[config.mk]
export PLATFORM = sky130hd
export DESIGN_NAME = current_bank_flat
export DESIGN_NICKNAME = d
export VERILOG_FILES = /design/src/rtl/current_bank_if.sv /design/src/rtl/current_bank.sv /design/src/flat_wrapper.sv
export SDC_FILE = /design/constraint.sdc
export NUM_CORES = 2
export LEC_CHECK = 0
export CAP_MARGIN = 20
export CORE_ASPECT_RATIO = 0.9
export CORE_UTILIZATION = 50
export DETAILED_ROUTE_END_ITERATION = 10
export PLACE_DENSITY = 0.66
export SETUP_SLACK_MARGIN = 0.15
export SLEW_MARGIN = 40
export SYNTH_ARGS = -nofsm -noshare
export SYNTH_HDL_FRONTEND = slang
export SYNTH_SLANG_ARGS = --single-unit
[constraint.sdc]
create_clock -name clk -period 6.8 [get_ports clk]
set_input_delay 2.04 -clock clk [delete_from_list [all_inputs] [get_ports clk]]
set_output_delay 2.04 -clock clk [all_outputs]
set_load 0.01 [all_outputs]
[src/rtl/current_bank_if.sv]
// -----------------------------------------------------------------------------
// current_bank_if
// Bundles the current-bank ports seen by the spike router, the neuron update
// engine and the timestep sequencer.
//   acc_valid/acc_ready/acc_tag/acc_weight : signed accumulate into I_next
//   rd_tag/rd_value                        : registered read of I
//   nx_tag/nx_value                        : registered read of I_next (monitor)
//   swap_req/swap_busy/swap_done           : timestep swap sweep handshake
// master = client side, slave = current_bank.
// -----------------------------------------------------------------------------
interface current_bank_if #(
    parameter int TAG_W = 4,
    parameter int WIDTH = 16
);
    logic                    acc_valid;
    logic                    acc_ready;
    logic [TAG_W-1:0]        acc_tag;
    logic signed [WIDTH-1:0] acc_weight;
    logic [TAG_W-1:0]        rd_tag;
    logic signed [WIDTH-1:0] rd_value;
    logic [TAG_W-1:0]        nx_tag;
    logic signed [WIDTH-1:0] nx_value;
    logic                    swap_req;
    logic                    swap_busy;
    logic                    swap_done;

    modport master (
        output acc_valid, acc_tag, acc_weight, rd_tag, nx_tag, swap_req,
        input  acc_ready, rd_value, nx_value, swap_busy, swap_done
    );

    modport slave (
        input  acc_valid, acc_tag, acc_weight, rd_tag, nx_tag, swap_req,
        output acc_ready, rd_value, nx_value, swap_busy, swap_done
    );
endinterface

[src/rtl/current_bank.sv]
// -----------------------------------------------------------------------------
// current_bank
// Per-neuron synaptic current store: I (current timestep) and I_next
// (accumulator for the next timestep). Spikes accumulate signed weights into
// I_next; the neuron engine reads I through a 1-cycle registered port. A swap
// sweep copies I_next[k] into I[k] and leaks I_next[k] by >>> DECAY_SHIFT,
// one neuron per cycle.
//
// Ports:
//   clk        : clock, rising edge
//   asyn_reset : synchronous active-high reset (clears both arrays)
//   bus        : current_bank_if.slave (accumulate, read, swap handshake)
//
// Build option: define CURRENT_SAT_EN to saturate the accumulate add;
// otherwise it wraps modulo 2^WIDTH.
// -----------------------------------------------------------------------------
module current_bank #(
    parameter int NUM_NEURONS = 16,
    parameter int WIDTH       = 16,
    parameter int TAG_W       = 4,
    parameter int DECAY_SHIFT = 2
) (
    input  logic          clk,
    input  logic          asyn_reset,
    current_bank_if.slave bus
);

    typedef enum logic [1:0] {S_IDLE, S_SWEEP, S_DONE} state_t;

    localparam logic [TAG_W-1:0] LAST_K = TAG_W'(NUM_NEURONS - 1);

    state_t                  state_q, state_d;
    logic [TAG_W-1:0]        k_q, k_d;
    logic signed [WIDTH-1:0] cur_q [NUM_NEURONS];
    logic signed [WIDTH-1:0] nxt_q [NUM_NEURONS];
    logic signed [WIDTH-1:0] rd_value_q, nx_value_q;
    logic signed [WIDTH-1:0] acc_old, acc_sum, rd_sel, nx_sel;
    logic                    acc_fire;

    function automatic logic signed [WIDTH-1:0] acc_add(
        input logic signed [WIDTH-1:0] a,
        input logic signed [WIDTH-1:0] b
    );
`ifdef CURRENT_SAT_EN
        logic signed [WIDTH:0] s;
        s = {a[WIDTH-1], a} + {b[WIDTH-1], b};
        // Sign bits disagree only when the true sum left the WIDTH-bit range.
        if (s[WIDTH] != s[WIDTH-1])
            return s[WIDTH] ? {1'b1, {(WIDTH-1){1'b0}}} : {1'b0, {(WIDTH-1){1'b1}}};
        return s[WIDTH-1:0];
`else
        return a + b;
`endif
    endfunction

    // Arithmetic shift rounds toward -inf, so small negatives leak to 0
    // and the result always stays within range.
    function automatic logic signed [WIDTH-1:0] leak(input logic signed [WIDTH-1:0] v);
        return v - (v >>> DECAY_SHIFT);
    endfunction

    assign acc_fire      = bus.acc_valid & bus.acc_ready;
    assign bus.acc_ready = ~asyn_reset & (state_q != S_SWEEP);
    assign bus.swap_busy = (state_q == S_SWEEP);
    assign bus.swap_done = (state_q == S_DONE);
    assign bus.rd_value  = rd_value_q;
    assign bus.nx_value  = nx_value_q;

    // Tag decode by compare so out-of-range tags simply select nothing.
    always_comb begin
        acc_old = '0;
        rd_sel  = '0;
        nx_sel  = '0;
        for (int i = 0; i < NUM_NEURONS; i++) begin
            if (bus.acc_tag == TAG_W'(i)) acc_old = nxt_q[i];
            if (bus.rd_tag  == TAG_W'(i)) rd_sel  = cur_q[i];
            if (bus.nx_tag  == TAG_W'(i)) nx_sel  = nxt_q[i];
        end
        acc_sum = acc_add(acc_old, bus.acc_weight);
    end

    always_comb begin
        state_d = state_q;
        k_d     = k_q;
        case (state_q)
            S_IDLE: begin
                if (bus.swap_req) begin
                    state_d = S_SWEEP;
                    k_d     = '0;
                end
            end
            S_SWEEP: begin
                k_d = k_q + 1'b1;
                if (k_q == LAST_K) state_d = S_DONE;
            end
            S_DONE:  state_d = S_IDLE;
            default: state_d = S_IDLE;
        endcase
    end

    always_ff @(posedge clk) begin
        if (asyn_reset) begin
            state_q    <= S_IDLE;
            k_q        <= '0;
            rd_value_q <= '0;
            nx_value_q <= '0;
            for (int i = 0; i < NUM_NEURONS; i++) begin
                cur_q[i] <= '0;
                nxt_q[i] <= '0;
            end
        end else begin
            state_q    <= state_d;
            k_q        <= k_d;
            rd_value_q <= rd_sel;
            nx_value_q <= nx_sel;
            for (int i = 0; i < NUM_NEURONS; i++) begin
                if (state_q == S_SWEEP && k_q == TAG_W'(i)) begin
                    cur_q[i] <= nxt_q[i];
                    nxt_q[i] <= leak(nxt_q[i]);
                end else if (acc_fire && bus.acc_tag == TAG_W'(i)) begin
                    nxt_q[i] <= acc_sum;
                end
            end
        end
    end

endmodule

[src/flat_wrapper.sv]
// flat-port wrapper written by rule: the top's interface ports become plain ports
module current_bank_flat 
#(
    parameter int NUM_NEURONS = 16,
    parameter int WIDTH       = 16,
    parameter int TAG_W       = 4,
    parameter int DECAY_SHIFT = 2
)
  (clk, asyn_reset, bus_acc_valid, bus_acc_tag, bus_acc_weight, bus_rd_tag, bus_nx_tag, bus_swap_req, bus_acc_ready, bus_rd_value, bus_nx_value, bus_swap_busy, bus_swap_done);
  current_bank_if #(.TAG_W(TAG_W), .WIDTH(WIDTH)) bus_i ();
  input  logic clk;
  input  logic asyn_reset;
  input wire logic [$bits(bus_i.acc_valid)-1:0] bus_acc_valid;
  input wire logic [$bits(bus_i.acc_tag)-1:0] bus_acc_tag;
  input wire logic [$bits(bus_i.acc_weight)-1:0] bus_acc_weight;
  input wire logic [$bits(bus_i.rd_tag)-1:0] bus_rd_tag;
  input wire logic [$bits(bus_i.nx_tag)-1:0] bus_nx_tag;
  input wire logic [$bits(bus_i.swap_req)-1:0] bus_swap_req;
  output wire logic [$bits(bus_i.acc_ready)-1:0] bus_acc_ready;
  output wire logic [$bits(bus_i.rd_value)-1:0] bus_rd_value;
  output wire logic [$bits(bus_i.nx_value)-1:0] bus_nx_value;
  output wire logic [$bits(bus_i.swap_busy)-1:0] bus_swap_busy;
  output wire logic [$bits(bus_i.swap_done)-1:0] bus_swap_done;
  assign bus_i.acc_valid = bus_acc_valid;
  assign bus_i.acc_tag = bus_acc_tag;
  assign bus_i.acc_weight = bus_acc_weight;
  assign bus_i.rd_tag = bus_rd_tag;
  assign bus_i.nx_tag = bus_nx_tag;
  assign bus_i.swap_req = bus_swap_req;
  assign bus_acc_ready = bus_i.acc_ready;
  assign bus_rd_value = bus_i.rd_value;
  assign bus_nx_value = bus_i.nx_value;
  assign bus_swap_busy = bus_i.swap_busy;
  assign bus_swap_done = bus_i.swap_done;
  current_bank #(.NUM_NEURONS(NUM_NEURONS), .WIDTH(WIDTH), .TAG_W(TAG_W), .DECAY_SHIFT(DECAY_SHIFT)) u_core (.clk(clk), .asyn_reset(asyn_reset), .bus(bus_i));
endmodule
Word level (Yosys, flattened, before mapping)
Memory sizes are Yosys's and may differ from the RTL's.
Index checks and enable logic that the tools add are counted.
{"block": "classes", "n_bitwise": 51, "addsub": 18, "mux": 215, "n_eq_ne": 65, "n_reduce_logical": 40}
{"op": "2-to-1 mux 16 bit", "count": 96}
{"op": "subtractor 16 x 14 -> 16 bit", "count": 16}
{"op": "equality test 4 bit (second input constant)", "count": 32}
{"op": "2-to-1 mux 1 bit", "count": 114}
{"op": "equality test 4 x 3 -> 1 bit (second input constant)", "count": 16}
{"op": "OR 1 bit", "count": 48}
{"op": "equality test 4 x 2 -> 1 bit (second input constant)", "count": 8}
{"op": "logical AND 1 bit", "count": 32}
{"op": "adder 16 bit", "count": 1}
{"op": "equality test 4 x 1 -> 1 bit (second input constant)", "count": 4}
{"op": "zero test 4 bit", "count": 4}
{"op": "case mux 4 bit (2 select lines)", "count": 1}
{"op": "adder 4 x 1 -> 4 bit (second input constant)", "count": 1}
{"op": "2-to-1 mux 2 bit", "count": 2}
{"op": "2-to-1 mux 4 bit", "count": 1}
{"op": "inequality test 2 x 1 -> 1 bit (second input constant)", "count": 2}
{"op": "case mux 2 bit (2 select lines)", "count": 1}
{"op": "AND reduction 2 bit", "count": 2}
{"op": "bitwise AND 1 bit", "count": 2}
{"op": "equality test 2 x 1 -> 1 bit (second input constant)", "count": 1}
{"op": "equality test 2 bit (second input constant)", "count": 1}
{"op": "zero test 2 bit", "count": 1}
{"op": "inequality test 2 bit (second input constant)", "count": 1}
{"op": "nonzero test 2 bit", "count": 1}
{"op": "NOT 1 bit", "count": 1}
{"block": "word_totals", "elab_cells": 395, "memories": 2, "reg_bits": 38, "output_inout_bits": 35, "mem_bits_rw": 512}
{"name": "u_core.cur_q", "depth": 16, "width": 16, "read_ports": 16, "rd_clocked_by_memory_dff": 0, "write_ports": 16, "line": "current_bank.sv:34", "source": "logic signed [WIDTH-1:0] cur_q [NUM_NEURONS];"}
{"name": "u_core.nxt_q", "depth": 16, "width": 16, "read_ports": 16, "rd_clocked_by_memory_dff": 0, "write_ports": 16, "line": "current_bank.sv:35", "source": "logic signed [WIDTH-1:0] nxt_q [NUM_NEURONS];"}

Longest topological paths before layout
{"block": "depth", "depth_word": 19, "mapped_depth": 20, "depth_no_buf": 17}

Least setup slack after synthesis
No wires, ideal clock.
{"block": "synth_timing", "path_type": "input -> register", "startpoint": "in bus_acc_tag[0]", "endpoint": "mem u_core.nxt_q[9][14] (netlist: u_core.nxt_q[2][30]) (data pin)", "path_slack_ns": 0.492, "setup_ns": 0.152, "t_arrival_ns": 6.156, "cell_stages": 20, "path_buffers": 5, "path_cell_list": "buf_6 buf_2 buf_2 buf_2 mux4_2 nand2_1 nand2_1 o22ai_1 o21ai_0 ha_1 fa_1 a211oi_1 o211ai_1 a41oi_1 o2111ai_1 a21oi_1 xnor2_1 clkbuf_1 nand2_1 o21ai_0"}
{"element": "start: declaration", "line": "flat_wrapper.sv:14", "source": "input wire logic [$bits(bus_i.acc_tag)-1:0] bus_acc_tag;"}
{"element": "end: declaration", "line": "current_bank.sv:35"}

==> run summary <==
======================================================================================
Outcome ................................................................. finished, final reports clean
Insertion delay of the later-clocked pin in the worst-skew pair .........      0.70 ns
Ratio of final minimum period to clock period ...........................        0.937
Number of distinct standard cells referenced by the synthesized netlist .           75
DIE WIDTH ...............................................................       294 µm
Routed length per instance ..............................................      34.8 µm
Half-perimeter wire length after detailed placement .....................    142000 µm
Number of nets in the final layout ......................................         4462
Power density cells .....................................................   368 mW/mm²
Filler Cells Inserted ...................................................         6677
Data arrival time of the critical path ..................................      6.74 ns
Critical Path Max Stage Delay ...........................................      0.46 ns
Maxcap violations .......................................................            0
Worst setup SP type ..................................................... primary input
Total number of H-tree levels ...........................................            2
Worst Path Max Fanout ...................................................           10
Number of sinks driven by the clock tree ................................          550
Post-synthesis async set-or-reset flop share ............................            0
Cell seen most often among critical-path stages ......................... sky130_fd_sc_hd__buf_4
Hold endpoint ........................................................... u_core.bus.rd_value[9]
Worst hold stages .......................................................            2
P_leak ..................................................................      17.0 nW
Slowest cell on the critical path ....................................... sky130_fd_sc_hd__clkdlybuf4s50_1
Tmin final ..............................................................      6.37 ns
Fraction of layout instances using a drive strength above 1 .............        0.105
Hold Crit Start ......................................................... u_core.cur_q[0][249]
FP Rows .................................................................           95
Buffer cell driving the clock tree root ................................. sky130_fd_sc_hd__clkbuf_16
Vias per inst ...........................................................         6.83
Relative contribution of combinational cells to total power .............        0.470
Top-level port count ....................................................           67
Initial antenna violation count .........................................           14
Transition time at the pin with the least slew margin ...................     0.944 ns
Primary FF master, synth ................................................ sky130_fd_sc_hd__edfxtp_1
Total count of hold-check failures in the final report ..................            0
Post-detailed-placement cell area .......................................   0.0414 mm²
Final setup skew ........................................................    0.0782 ns
Netlist area before placement ...........................................   0.0383 mm²
Global-route usage over all layers ......................................        0.458
Maximum number of buffers from clock root to sink .......................            3
Register-to-register setup slack ........................................      1.46 ns
Clock slew at the register clock pins of the worst setup and hold paths .      0.06 ns
Global-route wire length before repair ..................................    247000 µm
Initial core utilization ................................................        0.509
Synth warnings ..........................................................            0
Area added between synthesis and finish .................................        13.3%
Crit path buf inv count .................................................            7
Total Wirelength ........................................................    182000 µm
Largest vdd supply drop .................................................     0.454 mV
Sw frac .................................................................        0.428
EDFF count, synth .......................................................          512
Worst reg2reg path endpoint ............................................. u_core.nxt_q[3][31]
Leftover overflow at the end of global routing ..........................            0
IO buf count ............................................................           66
Cell count after synthesis ..............................................         4022
Total DRC errors in the routed layout ...................................            0
Hold Path Class .........................................................      reg2reg
Worst reg2reg path depth ................................................           19
Via count ...............................................................        35700
CP required .............................................................      7.17 ns
Number of synthesized register bits .....................................          550
Count of nets left with antenna violations after detail routing .........            0
Pre-antenna DRT Iters ...................................................            8
Core area ...............................................................   0.0752 mm²
Clock tree from TritonCTS ...............................................          yes
Buffers inserted by post-CTS timing repair ..............................            0
Classification of the worst setup path ..................................       in2reg
Fraction of power consumed by sequential logic ..........................        0.316
Mean instance size in the synthesized netlist ...........................     9.52 µm²
Number of setup violations in the final report ..........................            0
DR iter-0 viols .........................................................         6002
Tot Pwr .................................................................      16.0 mW
P_int ...................................................................      9.14 mW
Crit-path leading delay family .......................................... compound AO/OA/AOI/OAI gates
Maximum frequency from static timing analysis ...........................    0.157 GHz
Cell area after layout ..................................................   0.0434 mm²
Sequential cell area ....................................................   0.0161 mm²
Hold buffer count at CTS ................................................            0
Final Max Tran Viols ....................................................            0
Post-Route Setup TNS ....................................................         0 ns
RSZ-0062 raised after global routing ....................................        false
Area of the multi-input gates ...........................................   0.0205 mm²
Sequential fraction of the synthesis area ...............................        0.422
RePlAce Congestion ......................................................         1.10
Endpoint class of the critical path .....................................     register
Cell breakdown of the critical path ..................................... clkdlybuf4s50_1, buf_4, nand2b_1, nor2_1, buf_4, buf_4, a221o_1, o21ai_0, buf_4, a221o_1, a21oi_1, buf_4, ha_1, nor2_1, o21ai_0, nand3_1, o31a_1, a22oi_1, a31oi_1, xnor2_2, buf_12, o2bb2ai_1
Critical R2R Launch ..................................................... u_core.nxt_q[0][20]
Post-route core utilization .............................................        0.577
Via count of the first global-routing pass ..............................        32100
Total clock buffers created by CTS ......................................           60
Worst max-slew margin expressed relative to the limit ...................        0.369
CTS resizes .............................................................            0
Sw power ................................................................      6.85 mW
Maximum number of pins on one net before global-route repair ............           98
Floorplan die area ......................................................   0.0777 mm²
Vert. Die Dim ...........................................................       264 µm
Post-synthesis net count ................................................         4334
Clock Power Share .......................................................        0.214
======================================================================================
power by group through the flow:
stage	clock network, mW	registers, mW	logic, mW
2_1_floorplan	0	4.65	4.61
3_3_place_gp	0	5.02	7.10
3_5_place_dp	0	5.02	7.14
4_1_cts	3.41	4.95	7.19
5_1_grt	3.52	5.00	7.95
6_report	3.42	5.05	7.51
cell families (layout without fill, tap and decap cells):
family	after synthesis	after routing	share of synthesized area
other cells	0	8	0
fa+ha+maj	280	280	0.0949
xor+xnor	175	175	0.0402
flops	550	550	0.422
mux	108	108	0.0495
simple gates	1325	1325	0.153
compound gates	1109	1109	0.193
buf+inv	475	652	0.0478
layout make-up:
cell class,instances,area share
diodes,8,0.000461
clock buffers,71,0.0363
clock inverters,40,0.00972
inverters,271,0.0234
multi-input cells,2997,0.472
flip-flops and latches,550,0.372
well taps,1018,0.0294
repair buffers,270,0.0570
cell usage in the layout (no fill, tap or decap), types with 38 or more instances in the layout:
| cell type | synthesis | final |
|---|---|---|
| sky130_fd_sc_hd__a21oi_1 | 207 | 207 |
| sky130_fd_sc_hd__a22oi_1 | 53 | 53 |
| sky130_fd_sc_hd__buf_4 | 0 | 183 |
| sky130_fd_sc_hd__clkbuf_16 | 0 | 61 |
| sky130_fd_sc_hd__clkdlybuf4s50_1 | 0 | 59 |
| sky130_fd_sc_hd__dfxtp_1 | 38 | 38 |
| sky130_fd_sc_hd__edfxtp_1 | 512 | 512 |
| sky130_fd_sc_hd__ha_1 | 263 | 263 |
| sky130_fd_sc_hd__inv_1 | 269 | 269 |
| sky130_fd_sc_hd__mux4_2 | 63 | 63 |
| sky130_fd_sc_hd__nand2_1 | 313 | 311 |
| sky130_fd_sc_hd__nand2b_1 | 55 | 48 |
| sky130_fd_sc_hd__nand3_1 | 68 | 68 |
| sky130_fd_sc_hd__nor2_1 | 576 | 573 |
| sky130_fd_sc_hd__nor2b_1 | 64 | 64 |
| sky130_fd_sc_hd__nor3_1 | 129 | 126 |
| sky130_fd_sc_hd__o21a_1 | 68 | 68 |
| sky130_fd_sc_hd__o21ai_0 | 257 | 257 |
| sky130_fd_sc_hd__o22ai_1 | 115 | 115 |
| sky130_fd_sc_hd__or3_1 | 40 | 39 |
| sky130_fd_sc_hd__xnor2_1 | 89 | 82 |
| sky130_fd_sc_hd__xor2_1 | 85 | 80 |
layer usage:
layer  up-vias  routed length (µm)  GRT usage
li1      15200                   -          -
met1     17400               74300      0.667
met2      2696               65800      0.563
met3       390               34700      0.248
met4        12                6540      0.141
met5         -                 428     0.0219
worst max path at each step:
stage | startpoint | slack, ns | to | cells after the start
after floorplan | bus_acc_tag[0] | 0.49 | u_core.nxt_q[2][30] | 20
after global placement | bus_acc_tag[2] | -0.02 | u_core.nxt_q[1][31] | 22
after detailed placement | bus_acc_tag[2] | -0.07 | u_core.nxt_q[0][63] | 22
after CTS | bus_acc_tag[2] | 0.55 | u_core.nxt_q[3][63] | 22
after global routing | bus_acc_tag[2] | 0.29 | u_core.nxt_q[3][63] | 22
final | bus_acc_tag[2] | 0.43 | u_core.nxt_q[3][31] | 22
cell usage after synthesis (all sizes together) (40+ instances only):
library cell  number  share of area
clkbuf           148          0.015
nor2             576          0.056
xnor2             90          0.021
nand2b            55         0.0090
mux4              63          0.037
o21ai            259          0.034
inv              269          0.026
buf               56         0.0067
nand3             68         0.0089
nor3             129          0.017
a22oi             53          0.010
xor2              85          0.019
ha               263          0.086
edfxtp           512           0.40
o21a              68          0.013
nor2b             64          0.010
nand2            313          0.031
or3               40         0.0065
o22ai            115          0.019
a21oi            207          0.027
state kept, by name, summed over array words and instances, names as in the netlist:
| register | cells |
|---|---|
| u_core.cur_q | 256 |
| u_core.bus.nx_value | 16 |
| u_core.k_q | 4 |
| u_core.state_q | 2 |
| u_core.nxt_q | 256 |
| u_core.bus.rd_value | 16 |
worst min-delay path: cells and delay by family, from the launching register on:
kind	cells	cell delay, ns
compound gates	1	0.06
flops	1	0.37
simple gates	1	0.10
through the flow:
stage | instances | hold slack, ns | setup WS, ns
after floorplan | 4022 | 0.506 | 0.492
after global routing | 5217 | 0.606 | 0.287
after global placement | 5106 | 0.548 | -0.0177
after detailed placement | 5106 | 0.561 | -0.0716
after CTS | 5217 | 0.571 | 0.545
final | 5225 | 0.578 | 0.430
No activity file was read; power rests on OpenSTA's default activity.
